<file path="src/rtl/clint_bus_arbiter.sv">
`default_nettype none
// ============================================================================
// Module   : clint_bus_arbiter
// Brief    : Round-robin arbiter that shares myclint's single native CPU port
//            between N_MASTERS requesters, one outstanding access at a time.
//            Optional slave watchdog enabled by defining CLINT_ARB_TIMEOUT_EN.
// Revision : 1.0 - initial release
// ============================================================================
module clint_bus_arbiter #(
    parameter int N_MASTERS      = 2,
    parameter int ADDR_W         = 16,
    parameter int DATA_W         = 32,
    parameter int TIMEOUT_CYCLES = 255
) (
    input  logic                            clk,
    input  logic                            reset,
    input  logic [N_MASTERS-1:0]            m_valid,
    input  logic [N_MASTERS*ADDR_W-1:0]     m_address,
    input  logic [N_MASTERS*DATA_W-1:0]     m_wdata,
    input  logic [N_MASTERS*(DATA_W/8)-1:0] m_wstrb,
    output logic [DATA_W-1:0]               m_rdata,
    output logic [N_MASTERS-1:0]            m_ready,
    output logic                            s_valid,
    output logic [ADDR_W-1:0]               s_address,
    output logic [DATA_W-1:0]               s_wdata,
    output logic [DATA_W/8-1:0]             s_wstrb,
    input  logic [DATA_W-1:0]               s_rdata,
    input  logic                            s_ready,
    output logic [$clog2(N_MASTERS)-1:0]    grant_id,
    output logic                            timeout_err
);

    localparam int c_GW = $clog2(N_MASTERS);
    localparam int c_SW = DATA_W / 8;

    typedef enum logic [1:0] {
        ST_IDLE  = 2'd0,
        ST_ISSUE = 2'd1,
        ST_WAIT  = 2'd2
    } state_t;

    state_t                r_state_q, w_state_d;
    logic [c_GW-1:0]       r_grant_q, w_grant_d;
    logic [c_GW-1:0]       r_last_q,  w_last_d;
    logic [ADDR_W-1:0]     r_addr_q,  w_addr_d;
    logic [DATA_W-1:0]     r_wdata_q, w_wdata_d;
    logic [c_SW-1:0]       r_wstrb_q, w_wstrb_d;
    logic [DATA_W-1:0]     r_rdata_q, w_rdata_d;
    logic [N_MASTERS-1:0]  r_ready_q, w_ready_d;

    logic [c_GW-1:0]       w_hi_idx, w_lo_idx, w_pick_idx;
    logic                  w_hi_found;
    logic [ADDR_W-1:0]     w_pick_addr;
    logic [DATA_W-1:0]     w_pick_wdata;
    logic [c_SW-1:0]       w_pick_wstrb;
    logic [N_MASTERS-1:0]  w_grant_onehot;

`ifdef CLINT_ARB_TIMEOUT_EN
    localparam int c_CNT_W = ($clog2(TIMEOUT_CYCLES + 1) > 8) ? $clog2(TIMEOUT_CYCLES + 1) : 8;
    localparam logic [c_CNT_W-1:0] c_CNT_LAST = c_CNT_W'(TIMEOUT_CYCLES - 1);

    logic [c_CNT_W-1:0]    r_count_q, w_count_d;
    logic                  r_terr_q,  w_terr_d;
`else
    logic                  w_unused_timeout_cfg;
    assign w_unused_timeout_cfg = (TIMEOUT_CYCLES > 0);
`endif

    // Lowest requester above last_grant wins; otherwise wrap to lowest requester overall.
    always_comb begin
        w_hi_found = 1'b0;
        w_hi_idx   = '0;
        w_lo_idx   = '0;
        for (int i = N_MASTERS - 1; i >= 0; i--) begin
            if (m_valid[i]) begin
                w_lo_idx = c_GW'(i);
                if (c_GW'(i) > r_last_q) begin
                    w_hi_idx   = c_GW'(i);
                    w_hi_found = 1'b1;
                end
            end
        end
        w_pick_idx = w_hi_found ? w_hi_idx : w_lo_idx;
    end

    always_comb begin
        w_pick_addr    = '0;
        w_pick_wdata   = '0;
        w_pick_wstrb   = '0;
        w_grant_onehot = '0;
        for (int i = 0; i < N_MASTERS; i++) begin
            if (c_GW'(i) == w_pick_idx) begin
                w_pick_addr  = m_address[i*ADDR_W +: ADDR_W];
                w_pick_wdata = m_wdata[i*DATA_W +: DATA_W];
                w_pick_wstrb = m_wstrb[i*c_SW +: c_SW];
            end
            if (c_GW'(i) == r_grant_q) begin
                w_grant_onehot[i] = 1'b1;
            end
        end
    end

    always_comb begin
        w_state_d = r_state_q;
        w_grant_d = r_grant_q;
        w_last_d  = r_last_q;
        w_addr_d  = r_addr_q;
        w_wdata_d = r_wdata_q;
        w_wstrb_d = r_wstrb_q;
        w_rdata_d = r_rdata_q;
        w_ready_d = '0;
`ifdef CLINT_ARB_TIMEOUT_EN
        w_count_d = r_count_q;
        w_terr_d  = 1'b0;
`endif
        unique case (r_state_q)
            ST_IDLE: begin
                if (|m_valid) begin
                    w_grant_d = w_pick_idx;
                    w_last_d  = w_pick_idx;
                    w_addr_d  = w_pick_addr;
                    w_wdata_d = w_pick_wdata;
                    w_wstrb_d = w_pick_wstrb;
                    w_state_d = ST_ISSUE;
`ifdef CLINT_ARB_TIMEOUT_EN
                    w_count_d = '0;
`endif
                end
            end
            ST_ISSUE, ST_WAIT: begin
                if (s_ready) begin
                    w_rdata_d = s_rdata;
                    w_ready_d = w_grant_onehot;
                    w_state_d = ST_IDLE;
                end
`ifdef CLINT_ARB_TIMEOUT_EN
                else if (r_count_q == c_CNT_LAST) begin
                    // Watchdog completes the access itself so the master is never stuck.
                    w_rdata_d = '0;
                    w_ready_d = w_grant_onehot;
                    w_terr_d  = 1'b1;
                    w_state_d = ST_IDLE;
                end
`endif
                else begin
                    w_state_d = ST_WAIT;
`ifdef CLINT_ARB_TIMEOUT_EN
                    w_count_d = r_count_q + 1'b1;
`endif
                end
            end
            default: begin
                w_state_d = ST_IDLE;
            end
        endcase
    end

    always_ff @(posedge clk) begin
        if (reset) begin
            r_state_q <= ST_IDLE;
            r_grant_q <= '0;
            r_last_q  <= c_GW'(N_MASTERS - 1);
            r_addr_q  <= '0;
            r_wdata_q <= '0;
            r_wstrb_q <= '0;
            r_rdata_q <= '0;
            r_ready_q <= '0;
        end else begin
            r_state_q <= w_state_d;
            r_grant_q <= w_grant_d;
            r_last_q  <= w_last_d;
            r_addr_q  <= w_addr_d;
            r_wdata_q <= w_wdata_d;
            r_wstrb_q <= w_wstrb_d;
            r_rdata_q <= w_rdata_d;
            r_ready_q <= w_ready_d;
        end
    end

`ifdef CLINT_ARB_TIMEOUT_EN
    always_ff @(posedge clk) begin
        if (reset) begin
            r_count_q <= '0;
            r_terr_q  <= 1'b0;
        end else begin
            r_count_q <= w_count_d;
            r_terr_q  <= w_terr_d;
        end
    end

    assign timeout_err = r_terr_q;
`else
    assign timeout_err = 1'b0;
`endif

    assign s_valid   = (r_state_q == ST_ISSUE);
    assign s_wstrb   = (r_state_q == ST_ISSUE) ? r_wstrb_q : '0;
    assign s_address = r_addr_q;
    assign s_wdata   = r_wdata_q;
    assign grant_id  = r_grant_q;
    assign m_ready   = r_ready_q;
    assign m_rdata   = r_rdata_q;

endmodule
`default_nettype wire
</file>
<file path="config.mk">
export PLATFORM = sky130hd
export DESIGN_NAME = clint_bus_arbiter
export DESIGN_NICKNAME = d
export VERILOG_FILES = /design/src/rtl/clint_bus_arbiter.sv
export SDC_FILE = /design/constraint.sdc
export NUM_CORES = 1
export LEC_CHECK = 0
export ABC_AREA = 0
export BUFFER_PORTS_ARGS = -buffer_cell sky130_fd_sc_hd__buf_2
export CORE_ASPECT_RATIO = 0.75
export CORE_MARGIN = 1
export CORE_UTILIZATION = 46
export DETAILED_ROUTE_END_ITERATION = 7
export PLACE_DENSITY = 0.95
export SYNTH_ARGS = -nofsm -noshare
export SYNTH_HDL_FRONTEND = slang
export SYNTH_SLANG_ARGS = --single-unit
</file>
<file path="constraint.sdc">
create_clock -name clk -period 4 [get_ports clk]
set_clock_uncertainty 0.1 [all_clocks]
set_input_delay 0.6 -clock clk [delete_from_list [all_inputs] [get_ports clk]]
set_output_delay 0.6 -clock clk [all_outputs]
set_load 0.02 [all_outputs]
</file>
==> metrics.txt <==
outcome=finished clean; clk_lat worst skew=0.34 ns; Reg clk slew, reported paths=0.09 ns; HP Class=reg -> reg; die width=105 um; Num CTS Buffers=9; maximum VDD drop=0.228 mV; DR WL met2=5430 um; Worst Path Required=4.15 ns; post-route worst setup slack=1.77 ns; post-synthesis adder-cell area fraction=0.687%; share of Yosys cell area claimed by the top area cell type=49.5%; Fin Hold WS=0.356 ns; Post-DP HPWL=7660 um; Max Used Layer=met4; detail-routed net length per standard cell=14.1 um; DR pass1 iterations=4; antenna viol nets, final=0; # placed instances=756; Post-Synthesis Cells=465; Commonest cells post-synth=nand2_1, dfxtp_1, a21oi_1; hold buffer count at cts=0; PwrDens=463 nW/um^2; Starting Density=48.6%; Std-Cell Rows=27; count leader, synth=nand2_1; WP data arrival=2.38 ns; share of cells above drive strength 1=37.7%; largest family of logic cells by synthesized area=compound AO/OA/AOI/OAI gates; startpoint types=flip-flop; Sum Neg Setup Slack=0 ns; H-Tree Depth=3; share of flip-flops with an asynchronous set or reset=0%; PortBufs=228; max cap viols=0; period utilization=55.6%; syn_nets=608; GRT overflow=0; Mean Syn Cell Area=7.84 um^2; synth top area cells=dfxtp_1, nand2_1, a21oi_1, a211oi_1, nor2_1; post-DR vias/cell=5.22; Post-CTS Setup Bufs=0; Total Die Area=8280 um^2; Main synth FF type=dfxtp_1; setup violators final=0; core area=7500 um^2; Ports=230; clock sink total=90; synthesized area=3640 um^2; total chip power=2.31 mW; Post-Layout Inst Area=4980 um^2; worst-margin pin slew=1.09 ns; Finished Core Util=66.4%; Final #Nets=809; Antenna Cells=0; final critical-path required period=2.23 ns; worst-path maximum fanout=52; post-synthesis sequential area ratio=49.5%; die height=79.1 um; metal3 WL=857 um; Placed Area=4740 um^2; Synth Area in Simple Gates=19.3%; Max Slew Vio Count=0; post-CTS sizing=0; max_slew headroom=27.3%; via count=4028; post-synthesis compound-gate area fraction=24.5%; fillcell total=632; RSZ-0062 raised after global routing=no; Synth cell types=24; clk root buf=clkbuf_8; placer's final routability congestion estimate=0.780; CP Capture Type=flip-flop; dpl ws=1.59 ns; drc violations=0; Leak Pwr=2.46 nW; final wirelength=10800 um; number of synthesized flops with an enable pin=0; Clock Tree Buf Depth=2; Finished Layout Cells=772; TritonCTS clock tree=yes; Syn-to-layout area delta=36.6%; FF-to-FF setup slack=1.77 ns; vias in the first global route=3767; 1st-iter DRT viols=248; XOR/XNOR Fraction of Synth Area=0%; largest net degree at the start of global routing=53; leading area contributor after synthesis=dfxtp_1; Final Hold Viols=0; Yosys reg bits=90; global-route wire length before repair=17100 um; met1 wire length=4300 um; kind of critical path=reg -> reg; initial antenna violation count=0; Tot GR Track Use=25.7%; mux contribution to synthesized area=0%; Highest Clock Rate=0.449 GHz; Yosys warning count=0
cells in the final DEF, fill, tap and decap left out, types with 2 or more instances in the layout:
master,instances
dfxtp_1,90
and2_1,5
clkinv_4,2
buf_2,228
ha_1,2
inv_1,3
nor2_1,54
a211oi_1,52
bufinv_16,2
buf_4,4
inv_6,2
clkbuf_8,10
nand2_1,117
a21oi_1,87
final timing paths:
kind	start	to	cells after the start
hold / removal	m_rdata[0]$_SDFFE_PP0P_	m_rdata[0]$_SDFFE_PP0P_	2
setup / recovery	r_state_q[0]$_SDFFE_PP0P_	s_wdata[16]$_SDFFE_PP0P_	5
setup reg to reg	r_state_q[0]$_SDFFE_PP0P_	s_wdata[16]$_SDFFE_PP0P_	5
hold reg to reg	m_rdata[0]$_SDFFE_PP0P_	m_rdata[0]$_SDFFE_PP0P_	2
layout make-up:
class | count | area (um^2) | area share, %
multi-input cells | 330 | 1630 | 32.8
repair buffers | 232 | 1170 | 23.5
flip-flops and latches | 90 | 1800 | 36.2
well taps | 101 | 126 | 2.54
clock inverters | 6 | 95.1 | 1.91
inverters | 3 | 11.3 | 0.226
clock buffers | 10 | 138 | 2.77
state kept, by name, summed over array words and instances (netlist names):
| register | count |
|---|---|
| s_address | 16 |
| m_ready | 2 |
| m_rdata | 32 |
| r_wstrb_q | 4 |
| grant_id | 1 |
| s_wdata | 32 |
| r_state_q | 2 |
| r_last_q | 1 |
report_power, final:
part	total (mW)	internal, mW	switching, mW
Combinational	0.572	0.209	0.363
Sequential	1.04	0.987	0.0478
Clock	0.699	0.376	0.324
per-layer routing:
layer  vias to the layer above  GRT usage, %
met1                      1845          28.8
met5                         -             0
met4                         0          10.4
met2                       191          47.0
met3                        25          6.57
li1                       1967             -
cell families after synthesis:
group	count (synthesis)
adder cells (fa/ha/maj)	2
AO/OA/AOI/OAI	146
flip-flops	90
other	1
buffers and inverters	45
AND/OR/NAND/NOR	181
worst max-delay path, cell delays in order, from the launching register on:
cell and delay (ns):
dfxtp_1 0.33, inv_1 0.08, ha_1 0.35, o21a_2 0.89, nor2_1 0.08, a211oi_1 0.27
Power figures use the tool's default switching activity.
